==> src/rtl/clk_div_pkg.sv <==
// Shared definitions for the multi-channel clock divider.
package clk_div_pkg;

    typedef enum logic {
        MODE_TOGGLE = 1'b0,
        MODE_PULSE  = 1'b1
    } mode_t;

endpackage

==> src/rtl/clk_div_chan.sv <==
// Single divider channel: holds its divisor and mode, counts, and drives a registered clk_out and tick.
module clk_div_chan
    import clk_div_pkg::*;
#(
    parameter int unsigned CW      = 18,
    parameter int unsigned DEF_DIV = 100000
) (
    input  logic          clk,
    input  logic          rst,
    input  logic          en,
    input  logic          sync,
    input  logic          load,
    input  logic [CW-1:0] ld_div,
    input  logic          ld_mode,
    output logic          clk_out,
    output logic          tick
);

    logic [CW-1:0] div;
    logic [CW-1:0] cnt;
    mode_t         mode;
    logic          terminal;

    assign terminal = (cnt == div - CW'(1));

    always_ff @(posedge clk) begin
        if (rst) begin
            div     <= CW'(DEF_DIV);
            mode    <= MODE_TOGGLE;
            cnt     <= '0;
            clk_out <= 1'b0;
            tick    <= 1'b0;
        end else begin
            if (load) begin
                div  <= ld_div;
                mode <= mode_t'(ld_mode);
            end
            // A restart outranks a coinciding terminal count: no tick, no toggle.
            if (load || sync) begin
                cnt     <= '0;
                clk_out <= 1'b0;
                tick    <= 1'b0;
            end else if (div == '0) begin
                cnt     <= '0;
                clk_out <= 1'b0;
                tick    <= 1'b0;
            end else if (!en) begin
                tick <= 1'b0;
                if (mode == MODE_PULSE) clk_out <= 1'b0;
            end else if (terminal) begin
                cnt     <= '0;
                tick    <= 1'b1;
                clk_out <= (mode == MODE_PULSE) ? 1'b1 : ~clk_out;
            end else begin
                cnt  <= cnt + CW'(1);
                tick <= 1'b0;
                if (mode == MODE_PULSE) clk_out <= 1'b0;
            end
        end
    end

endmodule

==> src/rtl/clk_div_multi.sv <==
// Multi-channel clock divider: decodes configuration writes and fans reset/sync out to each channel.
module clk_div_multi
    import clk_div_pkg::*;
#(
    parameter int unsigned NCH     = 4,
    parameter int unsigned CW      = 18,
    parameter int unsigned DEF_DIV = 100000,
    localparam int unsigned CHW    = (NCH > 1) ? $clog2(NCH) : 1
) (
    input  logic           clk,
    input  logic           rst,
    input  logic [NCH-1:0] en,
    input  logic           sync,
    input  logic           wr_en,
    input  logic [CHW-1:0] wr_ch,
    input  logic [CW-1:0]  wr_div,
    input  logic           wr_mode,
    output logic [NCH-1:0] clk_out,
    output logic [NCH-1:0] tick
);

    logic [NCH-1:0] load;

    // Out-of-range channel indices match no channel, so such writes fall away.
    always_comb begin
        load = '0;
        for (int unsigned i = 0; i < NCH; i++) begin
            if (wr_en && (32'(wr_ch) == i)) load[i] = 1'b1;
        end
    end

    for (genvar g = 0; g < NCH; g++) begin : g_chan
        clk_div_chan #(
            .CW      (CW),
            .DEF_DIV (DEF_DIV)
        ) u_chan (
            .clk     (clk),
            .rst     (rst),
            .en      (en[g]),
            .sync    (sync),
            .load    (load[g]),
            .ld_div  (wr_div),
            .ld_mode (wr_mode),
            .clk_out (clk_out[g]),
            .tick    (tick[g])
        );
    end

endmodule

==> config.mk <==
export PLATFORM = sky130hd
export DESIGN_NAME = clk_div_multi
export DESIGN_NICKNAME = d
export VERILOG_FILES = /design/src/rtl/clk_div_pkg.sv /design/src/rtl/clk_div_chan.sv /design/src/rtl/clk_div_multi.sv
export SDC_FILE = /design/constraint.sdc
export NUM_CORES = 1
export LEC_CHECK = 0
export BUFFER_PORTS_ARGS = -buffer_cell sky130_fd_sc_hd__buf_2
export CORE_MARGIN = 5
export CORE_UTILIZATION = 60
export DETAILED_ROUTE_END_ITERATION = 10
export PLACE_DENSITY = 0.86
export SYNTH_ARGS = -nofsm -noshare
export SYNTH_HDL_FRONTEND = slang
export SYNTH_HIERARCHICAL = 1
export SYNTH_SLANG_ARGS = --single-unit
==> constraint.sdc <==
create_clock -name clk -period 3 [get_ports clk]
set_clock_uncertainty 0.15 [all_clocks]
set_input_delay 0.6 -clock clk [delete_from_list [all_inputs] [get_ports clk]]
set_output_delay 0.6 -clock clk [all_outputs]
set_load 0.01 [all_outputs]
==> out/results.ini <==
[clocking]
cts_buffer_depth = 2
clock_tree.root_cell = clkbuf_16
postCtsSetupBuffers = 0
cts.htree.levels = 4
postCtsHoldBufs = 0
cts_resized = 0
cts_tree = done
cts.clk_slew.worst_paths_ps = 60
insertion_delay_ps = 430
cts_buffers = 17
clock-sinks = 156

[timing]
relSlewSlack_pct = 59.5
max_freq_mhz = 352
grt_setup_unrepaired = false
setup_viol_count_final = 0
fin_ws_ps = 160
tightest_slew_ps = 605
final_hold_viol_count = 0
min_period_over_period_pct = 94.7
report.final.slew_viol_count = 0
fin_hold_ws_ps = 324
setup_tns_ps = 0
finalCriticalPeriod_ps = 2840

[die]
fp.dieW_um = 137
fp.coreArea_sq_um = 15800
die-area_sq_um = 18700
start_util_pct = 60.9
row_count = 46
die_h_um = 137
ioPinCount = 37

[pwr]
p_leak_nw = 3.76
power_w = 0.00495
irDropWorstVdd_mv = 0.445
powerDensity_nw_per_um2 = 468

[status]
status = finished, final reports clean

[final_layout]
final_common_cell = dfxtp_1
final_cell_mix = dfxtp_1 (156), nor2_1 (102), xor2_1 (86)
layout-drive-gt1-share_pct = 15.0
finalNetCount = 1161
insertedDiodeCount = 0
area_growth_pct = 9.87

[placement]
gp_congestion = 0.970
dp_slack_ps = 268
portBuffers = 36
place_hpwl_um = 16600

[critical_path]
start_kind = register
worstSetupEndpointType = register
crit_type = register to register
reg2reg_depth = 10
reg2reg_to = g_chan[0].u_chan/cnt[8]
ff2ff_setup_slack_ps = 160
crit_path_start = g_chan[0].u_chan/div[0]
cp.arrival_ps = 3000
crit_required_ps = 3160
reg2reg_from = g_chan[0].u_chan/div[0]
worstPathMaxFanout = 16
crit_path_end = g_chan[0].u_chan/cnt[8]

[synth]
synth_seq_area_share_pct = 32.4
ys_ff_latch = 156
synth_cells = 1106
async_flop_share_pct = 0
synthesis.area_sq_um = 9630
yosys_warnings = 6
synth_edf_count = 0
syn_avg_cell_area_sq_um = 8.71
synth_cell_types = 66
yosys_most_used_dff = dfxtp_1
synth_nets = 1143

[global_route]
grt-ovfl-total = 0
grt_pass1_wl_um = 38200
antenna_found_initial = 0
grt_max_degree = 30
grt_use_total_pct = 25.5
grt_pass1_vias = 7798

[route]
totalWireLength_um = 23500
drc_errors = 0
dr.pass1.iters = 6
drt-initial-drc-count = 878
vias = 8377
drtAntennaViolNets = 0
vias_per_cell = 6.19
wl_per_cell_um = 17.4

[job]
max_cap_viol_count = 0

[min_path]
hold_path_class = input port to register

final cells by class:
type | count | area [sq um]
fillers | 1201 | 5240
clock buffers | 27 | 523
flip-flops and latches | 156 | 3120
inverters | 20 | 75.1
multi-input cells | 862 | 6080
well taps | 216 | 270
clock inverters | 5 | 103
repair buffers | 67 | 413
critical path, cell delays in order (launching register included):
cell	delay (ps)
dfxtp_1	370
inv_1	80
ha_1	320
nor2b_1	290
nand2_1	200
or2_2	380
o211ai_1	210
a21o_1	190
and3_1	220
buf_4	230
nor3_1	70
synth_stat cells (26+ instances only):
library cell	number	area [sq um]
nor2b_1	34	213
mux2i_1	58	581
a211o_1	26	228
nor3_1	84	420
nand3_1	26	130
nand2_1	52	195
xor2_1	86	753
nor2_1	102	383
dfxtp_1	156	3120
clkbuf_1	36	135
nand4_1	30	188
o21ai_0	32	160
xnor2_1	60	526
stage by stage:
| stage | utilization, % | std cells | cell area (sq um) |
|---|---|---|---|
| floorplan | - | 1106 | 9630 |
| global placement | 62.8 | 1321 | 9950 |
| detailed placement | 62.8 | 1321 | 9950 |
| CTS | 66.8 | 1353 | 10600 |
| global route | 66.9 | 1353 | 10600 |
| finish | 66.9 | 1353 | 10600 |
power breakdown:
group          switching [W]  internal [W]
combinational       0.000287      0.000203
sequential         0.0000785       0.00212
clock               0.000826       0.00144
worst min-delay path by stage:
stage | startpoint | cells after the start | slack [ps] | endpoint
global route | wr_div[10] | 2 | 310 | g_chan[0].u_chan/div[10]
CTS | wr_div[10] | 2 | 300 | g_chan[0].u_chan/div[10]
global placement | g_chan[2].u_chan/div[13] | 2 | 370 | g_chan[2].u_chan/div[13]
floorplan | g_chan[1].u_chan/mode | 2 | 330 | g_chan[1].u_chan/mode
detailed placement | g_chan[2].u_chan/div[13] | 2 | 390 | g_chan[2].u_chan/div[13]
finish | wr_div[10] | 2 | 320 | g_chan[0].u_chan/div[10]
cells by family after synthesis:
family	synth area share [%]
adders and majority gates	1.04
muxes	6.65
and+or+nand+nor	29.5
xor gates and xnor gates	13.3
DFF	32.4
buffers and inverters	4.88
AOI/OAI and AO/OA	12.2
routing by layer:
metal  GRT usage [%]  up-vias  part of all wire, %
met3            5.37       44                  7.0
met5               0        -                    0
met4            9.74        0                  2.2
li1                -     4018                    -
met1            33.5     4016                   43
met2            41.2      299                   48
state kept, by name, summed over array words and instances (netlist names):
name / flops
g_chan.u_chan/div: 72
g_chan.u_chan/clk_out: 4
g_chan.u_chan/mode: 4
g_chan.u_chan/cnt: 72
g_chan.u_chan/tick: 4
No activity file was read; power rests on OpenSTA's default activity.
